==> config.mk <==
export PLATFORM = sky130hd
export DESIGN_NAME = ucie_ctl_tx_fifo
export DESIGN_NICKNAME = d
export VERILOG_FILES = /design/src/rtl/ucie_ctl_tx_fifo.sv
export SDC_FILE = /design/constraint.sdc
export NUM_CORES = 1
export LEC_CHECK = 0
export BUFFER_PORTS_ARGS = -buffer_cell sky130_fd_sc_hd__buf_4
export CAP_MARGIN = 20
export CORE_AREA = 2 2 319 321
export DETAILED_ROUTE_END_ITERATION = 6
export DIE_AREA = 0 0 321 323
export PLACE_DENSITY_LB_ADDON = 0.15
export RECOVER_POWER = 50
export SETUP_SLACK_MARGIN = 0.4
export SKIP_CTS_REPAIR_TIMING = 1
export SLEW_MARGIN = 20
export SYNTH_ARGS = -nofsm -noshare
export SYNTH_HDL_FRONTEND = slang
export SYNTH_SLANG_ARGS = --single-unit
==> constraint.sdc <==
create_clock -name clk -period 22.4 [get_ports clk]
set_clock_uncertainty 0.1 [all_clocks]
set_input_delay 1.12 -clock clk [delete_from_list [all_inputs] [get_ports clk]]
set_output_delay 1.12 -clock clk [all_outputs]
set_load 0.02 [all_outputs]
==> src/rtl/ucie_ctl_tx_fifo.sv <==
// Single-clock show-ahead TX data FIFO between the FDI and RDI sides of the UCIe controller.
// Optional almost-full output is enabled with UCIE_CTL_TX_FIFO_AFULL_EN.
module ucie_ctl_tx_fifo #(
    parameter int DATA_WIDTH   = 64,
    parameter int ADDR_WIDTH   = 4,
    parameter int AFULL_THRESH = 12
) (
    input  logic                  clk,
    input  logic                  rst,
    input  logic                  wrst_n,
    input  logic                  rrst_n,
    input  logic                  winc,
    input  logic [DATA_WIDTH-1:0] wdata,
    input  logic                  rinc,
    output logic [DATA_WIDTH-1:0] rdata,
    output logic                  wfull,
    output logic                  rempty,
    output logic [ADDR_WIDTH:0]   o_fifo_count,
    output logic                  o_wr_drop_err,
    output logic                  o_rd_underflow_err
`ifdef UCIE_CTL_TX_FIFO_AFULL_EN
    ,
    output logic                  o_almost_full
`endif
);

    localparam int DEPTH = 1 << ADDR_WIDTH;

    logic [DATA_WIDTH-1:0] mem [DEPTH];
    logic [ADDR_WIDTH:0]   wptr;
    logic [ADDR_WIDTH:0]   rptr;
    logic                  flush;
    logic                  do_wr;
    logic                  do_rd;

    assign flush = ~wrst_n | ~rrst_n;
    assign do_wr = winc & ~wfull;
    assign do_rd = rinc & ~rempty;

    // Status is derived only from the registered pointers, never from the strobes.
    assign rempty       = (wptr == rptr);
    assign wfull        = (wptr[ADDR_WIDTH-1:0] == rptr[ADDR_WIDTH-1:0]) &&
                          (wptr[ADDR_WIDTH] != rptr[ADDR_WIDTH]);
    assign o_fifo_count = wptr - rptr;
    assign rdata        = mem[rptr[ADDR_WIDTH-1:0]];

    always_ff @(posedge clk or posedge rst) begin
        if (rst) begin
            wptr               <= '0;
            rptr               <= '0;
            o_wr_drop_err      <= 1'b0;
            o_rd_underflow_err <= 1'b0;
        end else if (flush) begin
            wptr               <= '0;
            rptr               <= '0;
            o_wr_drop_err      <= 1'b0;
            o_rd_underflow_err <= 1'b0;
        end else begin
            if (do_wr) begin
                wptr <= wptr + 1'b1;
            end
            if (do_rd) begin
                rptr <= rptr + 1'b1;
            end
            if (winc && wfull) begin
                o_wr_drop_err <= 1'b1;
            end
            if (rinc && rempty) begin
                o_rd_underflow_err <= 1'b1;
            end
        end
    end

    // Storage carries no reset; contents are meaningless while empty.
    always_ff @(posedge clk) begin
        if (do_wr && !flush) begin
            mem[wptr[ADDR_WIDTH-1:0]] <= wdata;
        end
    end

`ifdef UCIE_CTL_TX_FIFO_AFULL_EN
    localparam logic [ADDR_WIDTH:0] AFULL_LVL = (ADDR_WIDTH+1)'(AFULL_THRESH);

    assign o_almost_full = (o_fifo_count >= AFULL_LVL);
`else
    logic unused_afull_thresh;

    assign unused_afull_thresh = (AFULL_THRESH != 0);
`endif

endmodule

==> impl_metrics.tcl <==
set metrics [dict create \
    fin_crit_sh_pct 34.4 \
    path_clk_slew_ns 0.06 \
    vias_per_cell 5.56 \
    startpoint_type "register" \
    drt-pass1-iter-count 5 \
    nFillCells 8510 \
    ys_seq_area_share_pct 77.9 \
    clock_latency_ns 0.66 \
    hpwlAfterDp_mm 51.5 \
    finalCriticalPeriod_ns 7.71 \
    yosys-mux-area-fraction_pct 15.7 \
    hold_viol 0 \
    cp-end-kind "register" \
    dieWidth_microns 321 \
    area_growth_syn_to_layout_pct 14.4 \
    synth-compound-area-share_pct 3.69 \
    cts_buffers 109 \
    die_h_microns 323 \
    die_area_sq_um 104000 \
    clock.fmax_mhz 130 \
    max_slew_margin_pct -30.2 \
    status "finished with violations" \
    grt_pass1_vias 19900 \
    synth_top_family_by_area "multiplexers" \
    setup_viol 0 \
    drive_above_1_share_pct 22.3 \
    stdcell_area_sq_um 45600 \
    routed-via-count 18900 \
    worst_path_max_delay_cell "clkinvlp_2" \
    synth_xor_area_share_pct 0.283 \
    fin_tns_setup_ns 0 \
    critPathTopFamily "buffers and inverters" \
    crit_chain "clkinvlp_2 > ha_1 > and4_1 > a211oi_1 > nand2_1 > nor2_1 > buf_4 > buf_4" \
    power_density_nw_per_um2 86.2 \
    rsz0062_at_grt "no" \
    cpPeakStageDelay_ns 1.86 \
    tightest_slew_ns 1.95 \
    grt_max_degree 142 \
    pre_cts_ws_ns 17.46 \
    hold_class "in2async" \
    start_util_pct 39.6 \
    violations "capacitance limit, slew limit" \
    synth.distinct_cells 37 \
    yosysWarnings 0 \
    grt_use_total_pct 19.0 \
    cp.required_ns 22.60 \
    wire_per_inst_microns 28.9 \
    antenna_found_initial 7 \
    synth_fa_ha_area_share_pct 0.333 \
    initialDrtViolationCount 1510 \
    htreeDepth 3 \
    ios 143 \
    maxSlewViolCount 55 \
    wl_mm 98.2 \
    synth-seq-cells 1036 \
    gp_congestion 0.743 \
    worstPathArrival_ns 7.91 \
    cts_tree "built" \
    drc 0 \
    dpl_cell_area_sq_um 42400 \
    syn_nets 1889 \
    cts_root_buffer "clkbuf_16" \
    syn_inst 1809 \
    crit_top_cell "buf_4" \
    io_buffer_count 142 \
    clk_path_buf_depth 3 \
    avgSynthCellArea_sq_um 22.0 \
    overflow 0 \
    core_sq_um 101000 \
    placementRows 117 \
    cap_viol_max_count 2 \
    ant_nets 0 \
    ir_worst_vdd_uv 60.2 \
    cp_max_fo 31 \
    layout.nets 2083 \
    crit_type "reg2reg" \
    cp_num_buf_inv 3 \
    clock_sinks 1036 \
    fin_util_pct 45.3 \
    setup_ws_ns 14.69 \
    synth_area_sq_um 39800 \
    cellLeakagePower_nw 14.0 \
    synthSimpleGateAreaFrac_pct 0.490 \
    grt_pass1_wl_mm 141 \
]
-- worst register-to-register path: cells and delay by family, from the launching register on --
family                   cells  cell delay [ns]
flip-flops                   1             1.11
buffers and inverters        3             3.11
AO/OA/AOI/OAI                1             0.44
adder cells (fa/ha/maj)      1             1.00
AND/OR/NAND/NOR              3             1.56
-- kinds of logic (layout without fill, tap and decap cells) --
family / count (synthesis) / after routing
xor gates and xnor gates: 12 / 12
muxes: 386 / 386
adders and majority gates: 10 / 10
buffers and inverters: 112 / 390
other: 0 / 2
AOI/OAI and AO/OA: 208 / 208
DFF: 1036 / 1036
and+or+nand+nor: 45 / 45
-- metrics by stage --
stage               power, mW  instances  hold slack, ns
detailed placement       2.27       3199           0.398
global route             4.05       3396           0.406
floorplan                2.22       1809           0.490
CTS                      3.98       3394           0.377
global placement         2.27       3198           0.388
finish                   3.93       3398           0.406
-- layout make-up --
type	count	area [sq um]	area share [%]
Clock buffer	140	2910	6.38
Sequential cell	1036	31100	68.1
Antenna cell	2	5.00	0.0110
Timing Repair Buffer	185	1220	2.67
Inverter	10	40.0	0.0878
Tap cell	1309	1640	3.59
Multi-Input combinational cell	661	8270	18.1
Clock inverter	55	448	0.983
-- per-layer routing --
layer	global-route usage, %	share of wire (%)	vias to the layer above
met2	32.3	50	443
met4	4.71	2.2	10
met5	0	0.055	-
met1	25.5	43	10200
li1	-	-	8073
met3	3.38	4.5	149
-- where the power goes --
group	switching, mW	internal, mW	total [mW]
clock	0.719	0.989	1.71
sequential	0.00204	2.14	2.14
combinational	0.0568	0.0267	0.0835
total	0.778	3.15	3.93
-- state kept, by name, indices dropped and copies added, names as in the netlist --
name                count
o_wr_drop_err           1
mem                  1024
o_rd_underflow_err      1
wptr                    5
rptr                    5
-- final timing paths --
kind,from,slack [ns],endpoint,cells after the start
setup / recovery,rptr[3],14.69,mem[5][41],8
hold / removal,rst,0.41,rptr[3],2
setup reg to reg,rptr[3],14.69,mem[5][41],8
hold reg to reg,o_rd_underflow_err,0.41,o_rd_underflow_err,2
max in group asynchronous,rst,21.38,rptr[1],2
min in group clk,o_rd_underflow_err,0.41,o_rd_underflow_err,2
-- synthesized netlist by cell type, drive strengths merged --
library cell	instances	share of area, %
mux4	192	11
ha	9	0.28
a211oi	3	0.057
edfxtp	1024	77
and2	1	0.016
o2111ai	1	0.022
nand2b	2	0.031
o21ai	67	0.84
nor2	26	0.24
xor2	3	0.085
nand2	7	0.066
xnor2	9	0.20
a21oi	5	0.063
dfrtp	12	0.75
a21o	2	0.038
or3	1	0.016
a2111oi	1	0.022
nand4	1	0.016
nand3	1	0.013
and4	1	0.022
a32oi	64	1.4
clkinv	1	0.0094
fa	1	0.050
clkbuf	43	0.41
mux2i	194	4.9
a22oi	64	1.2
inv	9	0.085
buf	59	1.0
nor2b	1	0.016
nor3	4	0.050
o211ai	1	0.031
-- layout by cell type, fill, tap and decap left out, types with 2 or more instances in the layout --
cell and count:
a22oi_1 64, nor2_1 17, a21oi_1 5, inv_1 8
buf_16 3, a21o_1 2, nor3_2 4, mux4_2 192
o21ai_0 3, clkbuf_1 94, xnor2_1 9, clkbuf_16 112
nand2b_1 2, clkinvlp_4 3, a32oi_1 64, ha_1 9
o21ai_1 64, clkinv_2 11, a211oi_1 3, edfxtp_1 1024
xor2_1 2, buf_4 113, nor2_4 9, dfrtp_1 11
bufinv_16 7, mux2i_1 194, nand2_1 7, clkinv_1 32
diode_2 2
No activity file was read; power rests on OpenSTA's default activity.
